<file path="config.mk">
export PLATFORM = sky130hd
export DESIGN_NAME = gate_counter
export DESIGN_NICKNAME = d
export VERILOG_FILES = /design/src/rtl/gate_counter_pkg.sv /design/src/rtl/gate_cells.sv /design/src/rtl/gate_dff.sv /design/src/rtl/gate_counter.sv
export SDC_FILE = /design/constraint.sdc
export NUM_CORES = 1
export LEC_CHECK = 0
export ABC_AREA = 1
export CORE_AREA = 2 2 39 41
export CTS_BUF_LIST = sky130_fd_sc_hd__clkbuf_8
export CTS_CLUSTER_DIAMETER = 60
export CTS_CLUSTER_SIZE = 24
export DETAILED_ROUTE_END_ITERATION = 8
export DIE_AREA = 0 0 41 43
export GPL_TIMING_DRIVEN = 0
export SLEW_MARGIN = 30
export SYNTH_ARGS = -nofsm -noshare
export SYNTH_HDL_FRONTEND = slang
export SYNTH_SLANG_ARGS = --single-unit
</file>
<file path="constraint.sdc">
create_clock -name clk -period 2.6 [get_ports clk]
set_clock_uncertainty 0.2 [all_clocks]
set_input_delay 0.65 -clock clk [delete_from_list [all_inputs] [get_ports clk]]
set_output_delay 0.65 -clock clk [all_outputs]
set_load 0.01 [all_outputs]
</file>
<file path="src/rtl/gate_counter_pkg.sv">
// gate_counter_pkg: shared width default and direction encodings for gate_counter
package gate_counter_pkg;
    localparam int DEFAULT_WIDTH = 4;
    localparam logic DIR_UP = 1'b1;
    localparam logic DIR_DOWN = 1'b0;
endpackage

</file>
<file path="src/rtl/gate_cells.sv">
// gate_cells: primitive 2-input gate cells and inverter
module gate_and (
    input  logic a,
    input  logic b,
    output logic y
);
    assign y = a & b;
endmodule

module gate_or (
    input  logic a,
    input  logic b,
    output logic y
);
    assign y = a | b;
endmodule

module gate_xor (
    input  logic a,
    input  logic b,
    output logic y
);
    assign y = a ^ b;
endmodule

module gate_not (
    input  logic a,
    output logic y
);
    assign y = ~a;
endmodule

</file>
<file path="src/rtl/gate_dff.sv">
// gate_dff: one-bit D flip-flop with asynchronous active-low clear
module gate_dff (
    input  logic clk,
    input  logic rst_n,
    input  logic d,
    output logic q
);
    always_ff @(posedge clk or negedge rst_n)
        if (!rst_n) q <= 1'b0;
        else q <= d;
endmodule

</file>
<file path="src/rtl/gate_counter.sv">
// gate_counter: gate-level up/down counter with parallel load and cascadable terminal count
module gate_counter
    import gate_counter_pkg::*;
#(
    parameter int WIDTH = DEFAULT_WIDTH
) (
    input  logic             clk,
    input  logic             rst_n,
    input  logic             en,
    input  logic             up,
    input  logic             load,
    input  logic [WIDTH-1:0] d,
    output logic [WIDTH-1:0] q,
    output logic             tc
);
    logic [WIDTH:0]   carry;
    logic [WIDTH-1:0] diff, eq, cnt, sel_d, sel_c, nxt;
    logic             nload;

    // carry[i] high means every lower bit equals up and en is set, so bit i toggles
    assign carry[0] = en;
    gate_not u_nload (.a(load), .y(nload));
    genvar i;
    generate
        for (i = 0; i < WIDTH; i++) begin : g_bit
            gate_xor u_diff  (.a(q[i]), .b(up), .y(diff[i]));
            gate_not u_eq    (.a(diff[i]), .y(eq[i]));
            gate_and u_carry (.a(carry[i]), .b(eq[i]), .y(carry[i+1]));
            gate_xor u_cnt   (.a(q[i]), .b(carry[i]), .y(cnt[i]));
            gate_and u_sel_d (.a(load), .b(d[i]), .y(sel_d[i]));
            gate_and u_sel_c (.a(nload), .b(cnt[i]), .y(sel_c[i]));
            gate_or  u_nxt   (.a(sel_d[i]), .b(sel_c[i]), .y(nxt[i]));
            gate_dff u_ff    (.clk(clk), .rst_n(rst_n), .d(nxt[i]), .q(q[i]));
        end
    endgenerate
    // load suppresses tc so a loading stage never emits a cascade carry
    gate_and u_tc (.a(carry[WIDTH]), .b(nload), .y(tc));
endmodule

</file>
==> results of run 1 <==
-- per-stage QoR --
stage	TNS, ns	setup WS, ns	instances	area (um^2)	hold slack, ns
final	0	0.222	77	500	0.419
after global routing	0	0.126	77	500	0.464
after CTS	0	0.0488	77	504	0.424
after detailed placement	-0.553	-0.553	73	458	0.422
after global placement	-0.527	-0.527	73	458	0.420
after floorplan	0	0.606	44	308	0.154
-- what timing repair did --
item                                    4_1_cts  5_1_grt
setup buffers                                 1        0
pin swaps                                     1        0
gates resized for setup                       7        2
endpoints found under the setup margin        1        1
-- power by group --
group	total, mW	internal, mW	leakage [nW]	switching [mW]
clock	0.127	0.0983	0.0216	0.0283
sequential	0.0787	0.0702	0.0480	0.00850
combinational	0.0809	0.0467	0.170	0.0342
-- placed cells by master (no fill, tap or decap), types with 3 or more instances in the layout --
| cell type | synthesis | final |
|---|---|---|
| nor2_1 | 3 | 3 |
| nand3_1 | 6 | 6 |
| buf_4 | 4 | 5 |
| clkdlybuf4s50_1 | 0 | 9 |
| nand2_1 | 14 | 14 |
| dfrtp_1 | 4 | 4 |
| clkbuf_8 | 0 | 3 |
-- cell usage after synthesis (all sizes together) --
cell / number / area [um^2]
inv: 4 / 15.0
nand2: 16 / 65.1
o21bai: 1 / 7.51
xnor2: 2 / 17.5
dfrtp: 4 / 100
nor2: 4 / 22.5
nand3: 6 / 30.0
buf: 4 / 30.0
o21ai: 2 / 10.0
nor3: 1 / 10.0
-- worst max-delay path, delay by kind of cell --
| family | cells | cell delay (ns) |
|---|---|---|
| compound gates | 1 | 0.10 |
| simple gates | 1 | 0.15 |
| buf+inv | 3 | 0.62 |
-- per-layer routing --
layer,track usage,wire [um],vias to the layer above
met1,0.120,243,132
met3,0.0157,40,2
met2,0.147,291,12
met4,0.0600,15,0
li1,-,-,169
met5,0,0,-
-- worst max path at each step --
stage	from	to	depth (start not counted)
after floorplan	up	tc	6
after global placement	up	tc	8
after detailed placement	up	tc	8
after CTS	up	tc	8
after global routing	load	tc	5
final	load	tc	5
-- kinds of logic after synthesis --
family,share of synthesized area
AND/OR/NAND/NOR,0.415
XOR/XNOR,0.0569
AO/OA/AOI/OAI,0.0569
buffers and inverters,0.146
flip-flops,0.325
-- cell type report --
class / instances / area share
multi-input cells: 32 / 0.325
repair buffers: 14 / 0.263
flip-flops and latches: 4 / 0.200
clock buffers: 3 / 0.0825
plain buffers: 4 / 0.0600
well taps: 16 / 0.0400
inverters: 4 / 0.0300
==> flow_summary_export.csv, run 1 <==
group,metric,value,unit
route,vias,315,
sta,finalCriticalPeriod,2.38,ns
logic_synthesis,syn_area,308,um^2
route,drtAntennaViolNets,0,
clock_network,cts-root-buf,"clkbuf_8",
clock_network,clk_latency,0.21,ns
grt,grt_max_degree,7,
power_and_ir_drop,ir_drop,0.327,mV
logic_synthesis,syn-num-nets,53,
die,pin_count,14,
clock_network,cts_tree,"built",
die,die_h,43,um
sta,period_share,0.914,
die,dieArea,1760,um^2
setup_path,crit_chain,"dlygate4sd2_1 > inv_2 > o21ai_0 > nor3_2 > clkdlybuf4s15_2",
sta,max_slew_margin,0.826,
route,vias_per_cell,4.09,
logic_synthesis,yosysWarnings,0,
worst_hold_path,min_to,"g_bit[2].u_ff.q$_DFF_PN0_",
setup_path,slowest_delay,0.29,ns
setup_path,cp.required,1.75,ns
die,fp.coreArea,1380,um^2
setup_path,worstSetupPathType,"in -> out",
setup_path,reg2reg_from,"g_bit[0].u_ff.q$_DFF_PN0_",
grt,grt_pass1_wl,1170,um
die,initial_core_util,0.222,
layout,fin_nets,72,
clock_network,clkTransAtPathRegs,0.03,ns
route,wl,590,um
layout,final_util,0.362,
route,wl_per_cell,7.66,um
route,drc_errors,0,
layout,seqCellArea,100,um^2
layout,regMostFlops,"g_bit.u_ff.q",
route,initialDrtViolationCount,1,
layout,layout-drive-gt1-share,0.262,
place,port_buffers,13,
die,die_w,41,um
clock_network,cts_sinks,4,
logic_synthesis,yosysUniqueCellTypes,13,
worst_hold_path,hold_depth,3,
setup_path,r2r_cells,7,
worst_hold_path,hp-class,"reg -> reg",
die,rows,14,
setup_path,rrSetupSlack,1.23,ns
sta,rsz0062_at_grt,"false",
grt,grt_pass1_vias,308,
power_and_ir_drop,finalPower,286,uW
sta,hold_viol_final,0,
logic_synthesis,avgSynthCellArea,7.00,um^2
grt,grt_overflow,0,
sta,max_freq,421,MHz
clock_network,numCtsBuffers,3,
layout,multi_input_area,163,um^2
place,gp_congestion,0.684,
layout,syn_to_final_growth,62.6,%
route,first_pass_iters,2,
setup_path,reg2reg_to,"g_bit[2].u_ff.q$_DFF_PN0_",
sta,setup_viol,0,
outcome,status,"completed",
run,max_cap_viol_count,0,
clock_network,holdBufCountCts,0,
setup_path,slowest_stage,"dlygate4sd2_1",
grt,track_usage,0.0967,
setup_path,arrival,1.53,ns
clock_network,ctsLongestPathBuffers,2,
setup_path,worstSetupStartpointType,"input pin",
logic_synthesis,syn_inst,44,
power_and_ir_drop,leakage,0.240,nW
sta,slew_violations,0,
layout,diodes,0,
sta,tightest_slew,0.260,ns
logic_synthesis,ys_ff_latch,4,
layout,largest_reg_flops,4,
power_and_ir_drop,power.density,572,nW/um^2
place,dp_hpwl,491,um
worst_hold_path,min_from,"g_bit[2].u_ff.q$_DFF_PN0_",
setup_path,path_max_fanout,6,
logic_synthesis,ys_seq_area_frac,0.325,
grt,grt_antenna_before_repair,0,
layout,num-fill-cells,164,
layout,largestRegisters,"g_bit.u_ff.q (4)",
setup_path,crit_path_end_kind,"output port",
clock_network,cts-htree-levels,1,
No activity file was read; power rests on OpenSTA's default activity.
==> inputs of run 2 (changes only) <==
--- a/config.mk
+++ b/config.mk
@@ -7,7 +7,7 @@
 export LEC_CHECK = 0
 export ABC_AREA = 1
 export CORE_AREA = 2 2 39 41
-export CTS_BUF_LIST = sky130_fd_sc_hd__clkbuf_8
+export CTS_BUF_LIST = sky130_fd_sc_hd__clkbuf_4
 export CTS_CLUSTER_DIAMETER = 60
 export CTS_CLUSTER_SIZE = 24
 export DETAILED_ROUTE_END_ITERATION = 8
==> flow_summary_export.csv, run 2 (synthesized netlist as in run 1, its figures left out) <==
group,metric,value,unit
sta,fin_hold_ws,0.419,ns
setup_path,worstSetupStartpointType,"input pin",
setup_path,r2r_cells,7,
route,drtAntennaViolNets,0,
setup_path,crit_path_end_kind,"output port",
route,vias,313,
place,dp_cells,73,
layout,stdcell_count,77,
sta,max_slew_margin,0.826,
route,first_pass_iters,2,
die,rows,14,
die,pin_count,14,
setup_path,path_max_fanout,6,
route,vias_per_cell,4.06,
setup_path,cp.required,1.75,ns
grt,grt_overflow,0,
clock_network,cts_sinks,4,
clock_network,clkTransAtPathRegs,0.03,ns
place,port_buffers,13,
clock_network,ctsLongestPathBuffers,2,
sta,hold_viol_final,0,
setup_path,cp_top_family,"buffers and inverters",
clock_network,cts_tree,"built",
layout,mostFrequentLayoutCell,"nand2_1",
layout,diodes,0,
setup_path,arrival,1.52,ns
grt,grt_pass1_vias,306,
layout,mostFrequentLayoutCells,"nand2_1 (14), clkdlybuf4s50_1 (9), nand3_1 (6), buf_4 (5), dfrtp_1 (4)",
layout,seqCellArea,100,um^2
layout,syn_to_final_growth,56.5,%
grt,grt_antenna_before_repair,0,
layout,fin_nets,72,
sta,finalCriticalPeriod,2.37,ns
sta,setup_slack,0.226,ns
power_and_ir_drop,ir_drop,0.224,mV
run,max_cap_viol_count,0,
sta,rsz0062_at_grt,"false",
clock_network,cts-root-buf,"clkbuf_4",
power_and_ir_drop,finalPower,234,uW
setup_path,startpoint,"load",
layout,num-fill-cells,167,
layout,regMostFlops,"g_bit.u_ff.q",
route,wl,577,um
sta,max_freq,421,MHz
setup_path,crit_cells,5,
layout,multi_input_area,163,um^2
place,dp_hpwl,491,um
route,drc_errors,0,
sta,slew_violations,0,
setup_path,reg2reg_from,"g_bit[0].u_ff.q$_DFF_PN0_",
setup_path,slowest_stage,"dlygate4sd2_1",
layout,final_util,0.348,
clock_network,clk_latency,0.23,ns
place,gp_congestion,0.684,
grt,track_usage,0.0957,
setup_path,rrSetupSlack,1.23,ns
sta,period_share,0.913,
route,initialDrtViolationCount,1,
outcome,status,"completed",
worst_hold_path,hp-class,"in -> async",
clock_network,numCtsBuffers,3,
grt,grt_pass1_wl,1150,um
power_and_ir_drop,leakage,0.232,nW
setup_path,slowest_delay,0.29,ns
layout,largest_reg_flops,4,
die,die_w,41,um
die,fp.coreArea,1380,um^2
setup_path,endpoint,"tc",
sta,setup_viol,0,
layout,largestRegisters,"g_bit.u_ff.q (4)",
setup_path,crit_buf_inv,3,
die,dieArea,1760,um^2
route,wl_per_cell,7.49,um
layout,layout-drive-gt1-share,0.262,
setup_path,crit_chain,"dlygate4sd2_1 > inv_2 > o21ai_0 > nor3_2 > clkdlybuf4s15_2",
setup_path,reg2reg_to,"g_bit[2].u_ff.q$_DFF_PN0_",
die,initial_core_util,0.222,
grt,grt_max_degree,7,
clock_network,cts-htree-levels,1,
die,die_h,43,um
setup_path,worstSetupPathType,"in -> out",
sta,tightest_slew,0.260,ns
place,dp_slack,-0.553,ns
power_and_ir_drop,power.density,485,nW/um^2
## run 2: cell count changes in the layout (fill, tap and decap cells not counted)
cell      change
clkbuf_8      -3
clkbuf_4      +3
## run 2: timing repair
action                                  CTS  global route
pin swaps                                 1             0
hold buffers                              0             0
hold endpoints to repair                  0             0
gates resized for setup                   7             2
buffers inserted                          1             0
endpoints found under the setup margin    1             1
cloned                                    0             0
## run 2: power breakdown
| part | internal (mW) | switching, mW |
|---|---|---|
| Sequential | 0.0701 | 0.00850 |
| Combinational | 0.0467 | 0.0342 |
| Clock | 0.0514 | 0.0227 |
| Total | 0.168 | 0.0653 |
## run 2: worst min path at each step
stage	cells past startpoint	end	slack, ns	startpoint
6_report	1	g_bit[1].u_ff.q$_DFF_PN0_	0.42	rst_n
5_1_grt	1	g_bit[0].u_ff.q$_DFF_PN0_	0.44	rst_n
4_1_cts	1	g_bit[1].u_ff.q$_DFF_PN0_	0.42	rst_n
3_5_place_dp	3	g_bit[2].u_ff.q$_DFF_PN0_	0.42	g_bit[2].u_ff.q$_DFF_PN0_
3_3_place_gp	2	g_bit[0].u_ff.q$_DFF_PN0_	0.42	g_bit[0].u_ff.q$_DFF_PN0_
2_1_floorplan	0	g_bit[0].u_ff.q$_DFF_PN0_	0.15	rst_n
## run 2: routing by layer
metal  part of all wire  global-route usage  wire, um
met1               0.41               0.117       234
met2               0.49               0.147       282
met3              0.076              0.0157        44
met4              0.028              0.0600        16
met5                  0                   0         0
## run 2: layout make-up
class,instances,area share
inverters,4,0.0312
clock buffers,3,0.0468
flip-flops and latches,4,0.208
plain buffers,4,0.0623
well taps,16,0.0416
repair buffers,14,0.273
multi-input cells,32,0.338
## run 2: stage by stage
step | setup TNS [ns] | instance area [um^2]
final | 0 | 482
after detailed placement | -0.553 | 458
after CTS | 0 | 485
after global routing | 0 | 482
after floorplan | 0 | 308
after global placement | -0.527 | 458
==> RTL edit 1: new RTL, config.mk and constraints of run 2 <==
The package constant `DEFAULT_WIDTH` goes from 4 to 3.
--- a/src/rtl/gate_counter_pkg.sv
+++ b/src/rtl/gate_counter_pkg.sv
@@ -1,6 +1,6 @@
 // gate_counter_pkg: shared width default and direction encodings for gate_counter
 package gate_counter_pkg;
-    localparam int DEFAULT_WIDTH = 4;
+    localparam int DEFAULT_WIDTH = 3;
     localparam logic DIR_UP = 1'b1;
     localparam logic DIR_DOWN = 1'b0;
 endpackage
Ports: changed (resized d and q); port bits go from 14 to 12. The function was not compared with the original's and may differ.
==> RTL edit 1 against run 2 <==
- synthesized area is 23% lower
- worst setup slack worse by 0.026 ns
- final area is 17% lower
- final cell count is 13% lower
- total power is 7.6% lower
- largest power group is now the clock network
- critical path type unchanged
- sequential cell count is 1 lower
- non-clock buffer count is 3 lower
- via count is 24% lower
- routed wire length is 14% lower
==> RTL edit 1: results <==
set metrics [dict create \
    fin_nets 60 \
    place.gp.congestion 0.695 \
    cts_resized 4 \
    globalRouteTotalUtil_pct 7.74 \
    grt_pass1_vias 232 \
    reg_top3 "g_bit.u_ff.q (3)" \
    wl_met1_um 216 \
    synth_common_cells "nand2_1 (10), inv_1 (4), buf_4 (3), dfrtp_1 (3)" \
    fill_cells 157 \
    routed_wirelength_um 496 \
    status "complete, no violations" \
    postCtsSetupBuffers 0 \
    grtUsageMet1_pct 9.03 \
    use_met2_pct 9.69 \
    port_buffers 11 \
    diodes 0 \
    wl_met3_um 30 \
    highest_layer "met3" \
    cts_inserted_buffers 3 \
    reg2reg_from "g_bit[1].u_ff.q" \
    synth-seq-area-share_pct 31.6 \
    synth_nets 43 \
    post-dp-hpwl_um 392 \
    vdd_ir_drop_max_v 0.000182 \
    leakage_nw 0.202 \
    synth_top_flop_cell "dfrtp_1" \
    route.met2.wl_um 249 \
    synth_area_leaders "dfrtp_1 (32%), nand2_1 (16%), buf_4 (9.5%)" \
    async_flop_share_pct 100 \
    timing.reg2reg.setup_slack_ns 1.42 \
    rr_worst_depth 5 \
    clk_path_buf_depth 2 \
    drive_above_1_share_pct 31.4 \
    viasPerCell 3.55 \
    hold_class "primary input to asynchronous set/reset pin" \
    synthDistinctLibCells 15 \
    grt_first_pass_wirelength_um 876 \
    worstPathMaxFanout 6 \
    relSlewSlack_pct 87.8 \
]
RTL edit 1: area by class of cell:
class	instances	area (um^2)	area share, %
buffer	3	22.5	5.64
sequential	3	75.1	18.8
timing repair buffer	12	109	27.3
multi-input combinational	23	119	29.8
inverter	6	23.8	5.96
clock buffer	4	30.0	7.52
tap	16	20.0	5.02
RTL edit 1: how the worst min path moves through the flow:
stage                      endpoint  slack, ns
floorplan           g_bit[0].u_ff.q       0.15
global placement    g_bit[2].u_ff.q       0.39
detailed placement  g_bit[2].u_ff.q       0.40
CTS                 g_bit[2].u_ff.q       0.40
global route        g_bit[2].u_ff.q       0.40
finish              g_bit[2].u_ff.q       0.40
RTL edit 1: logic make-up (layout without fill, tap and decap cells):
family                 count (synthesis)  in the layout  share of synthesized area [%]
buffers and inverters                  9             25                           19.5
XOR/XNOR                               1              1                           3.68
AO/OA/AOI/OAI                          4              4                           10.0
flip-flops                             3              3                           31.6
AND/OR/NAND/NOR                       18             18                           35.3
RTL edit 1: power breakdown:
| group | internal (W) | switching [W] | total [W] |
|---|---|---|---|
| Combinational | 0.0000371 | 0.0000279 | 0.0000650 |
| Clock | 0.0000679 | 0.0000242 | 0.0000921 |
| Sequential | 0.0000530 | 0.00000569 | 0.0000587 |
RTL edit 1: metrics by stage:
stage | util [%] | worst slack, ns | std cells | power, W | instance area (um^2)
finish | 28.8 | 0.200 | 67 | 0.000216 | 399
global route | 28.8 | 0.100 | 67 | 0.000233 | 399
floorplan | - | 0.651 | 35 | 0.0000939 | 238
global placement | 26.6 | -0.444 | 62 | 0.000123 | 368
CTS | 28.4 | 0.0412 | 66 | 0.000220 | 393
detailed placement | 26.6 | -0.462 | 62 | 0.000124 | 368
==> RTL edit 2: new RTL, settings of run 2 <==
Without the edit above. Register the inputs `en`, `up`, `load` and `d` before use, without a reset. The logic sees them one clock later.
--- a/src/rtl/gate_counter.sv
+++ b/src/rtl/gate_counter.sv
@@ -13,21 +13,34 @@
     output logic [WIDTH-1:0] q,
     output logic             tc
 );
+
+    logic en_q;
+    logic up_q;
+    logic load_q;
+    logic [WIDTH-1:0] d_q;
+
+    always_ff @(posedge clk) begin
+        en_q   <= en;
+        up_q   <= up;
+        load_q <= load;
+        d_q    <= d;
+    end
+
     logic [WIDTH:0]   carry;
     logic [WIDTH-1:0] diff, eq, cnt, sel_d, sel_c, nxt;
     logic             nload;
 
     // carry[i] high means every lower bit equals up and en is set, so bit i toggles
-    assign carry[0] = en;
-    gate_not u_nload (.a(load), .y(nload));
+    assign carry[0] = en_q;
+    gate_not u_nload (.a(load_q), .y(nload));
     genvar i;
     generate
         for (i = 0; i < WIDTH; i++) begin : g_bit
-            gate_xor u_diff  (.a(q[i]), .b(up), .y(diff[i]));
+            gate_xor u_diff  (.a(q[i]), .b(up_q), .y(diff[i]));
             gate_not u_eq    (.a(diff[i]), .y(eq[i]));
             gate_and u_carry (.a(carry[i]), .b(eq[i]), .y(carry[i+1]));
             gate_xor u_cnt   (.a(q[i]), .b(carry[i]), .y(cnt[i]));
-            gate_and u_sel_d (.a(load), .b(d[i]), .y(sel_d[i]));
+            gate_and u_sel_d (.a(load_q), .b(d_q[i]), .y(sel_d[i]));
             gate_and u_sel_c (.a(nload), .b(cnt[i]), .y(sel_c[i]));
             gate_or  u_nxt   (.a(sel_d[i]), .b(sel_c[i]), .y(nxt[i]));
             gate_dff u_ff    (.clk(clk), .rst_n(rst_n), .d(nxt[i]), .q(q[i]));
Function: changed (Yosys sat finds a counterexample within 4 cycles, from zero or initial values and one cycle with rst_n low).
==> RTL edit 2 against run 2 <==
- global-route usage down 0.73 points
- routed wire length increased by 2.9%
- critical endpoint is now q[1]
- clock power is 62% higher
- sequential cell count rose by 7
- worst setup slack gained 0.18 ns
- synthesized area up 46%
- count of clock-buffer cells in the layout up 1
- first-iteration DRC count is 100% higher
- total power up 67%
- final area grew 31%
==> RTL edit 2: results <==
set metrics [dict create \
    wl_met1_um 270 \
    worst_slew_pin_slew_ns 0.229 \
    dp_slack_ns 0.309 \
    globalRouteTotalUtil_pct 8.84 \
    synth_common_cells "nand2_1 (14), dfxtp_1 (7), nand3_1 (6)" \
    hold_class "register to register" \
    grt_first_pass_wirelength_um 972 \
    wl_met3_um 32 \
    drt_pass1_iterations 4 \
    use_met2_pct 9.69 \
    clk_pin_slew_ns 0.06 \
    synth_nets 60 \
    grtUsageMet1_pct 11.7 \
    drtIter0Drc 2 \
    reg_top3 "d_q (4), g_bit.u_ff.q (4)" \
    drive_above_1_share_pct 20.6 \
    vdd_ir_drop_max_v 0.000284 \
    crit_arrival_ns 1.34 \
    synth-seq-area-share_pct 53.6 \
    grt_pass1_vias 251 \
    highest_layer "met3" \
    status "complete, no violations" \
    post-route-cell-area_um2 632 \
    synthDistinctLibCells 14 \
    place.gp.congestion 0.663 \
    netlist_instances 51 \
    synth_area_leaders "dfxtp_1 (31%), dfrtp_1 (22%), nand2_1 (12%)" \
    leakage_nw 0.308 \
    dp_cells 80 \
    viasPerCell 4.00 \
    post_dp_cell_area_um2 598 \
    async_flop_share_pct 36.4 \
    wl_per_cell_um 7.07 \
    fill_cells 147 \
    p_switching_w 0.0000916 \
]
-- RTL edit 2: changes by cell type after synthesis --
cell,change
dfxtp_1,+7
-- RTL edit 2: worst paths after layout --
check	startpoint	to	slack, ns	cells past startpoint
hold reg to reg	d_q[3]	g_bit[3].u_ff.q	0.22	2
hold / removal	d_q[3]	g_bit[3].u_ff.q	0.22	2
setup reg to reg	g_bit[0].u_ff.q	g_bit[3].u_ff.q	1.34	6
max in group asynchronous	rst_n	g_bit[1].u_ff.q	1.65	1
min in group asynchronous	rst_n	g_bit[2].u_ff.q	0.39	1
setup / recovery	g_bit[1].u_ff.q	q[1]	0.41	2
-- RTL edit 2: logic make-up after synthesis --
group           count (synthesis)  share of synthesized area (%)
xor+xnor                        2                           3.91
compound gates                  3                           3.91
buf+inv                         8                           10.1
simple gates                   27                           28.5
flops                          11                           53.6
-- RTL edit 2: power by group through the flow --
| stage | Combinational (W) | Clock [W] | Sequential, W |
|---|---|---|---|
| finish | 0.0000760 | 0.000120 | 0.000195 |
| global route | 0.0000849 | 0.000136 | 0.000197 |
| CTS | 0.0000771 | 0.000127 | 0.000195 |
| detailed placement | 0.0000769 | 0 | 0.000198 |
| global placement | 0.0000761 | 0 | 0.000199 |
| floorplan | 0.0000459 | 0 | 0.000196 |
-- RTL edit 2: what timing repair did --
action,4_1_cts,5_1_grt
resized for setup,0,2
endpoints found under the setup margin,0,1
hold buffers,0,0
-- RTL edit 2: worst max-delay path, cell delays in order, from the launching register on --
cell and delay (ns):
dfrtp_1 0.43, buf_4 0.14, clkdlybuf4s50_1 0.52
-- RTL edit 2: final cells by class --
type	count	share of cell area, %
Buffer	4	4.75
Tap cell	16	3.17
Inverter	4	2.38
Timing Repair Buffer	13	21.0
Clock buffer	4	4.75
Sequential cell	11	38.2
Multi-Input combinational cell	32	25.7
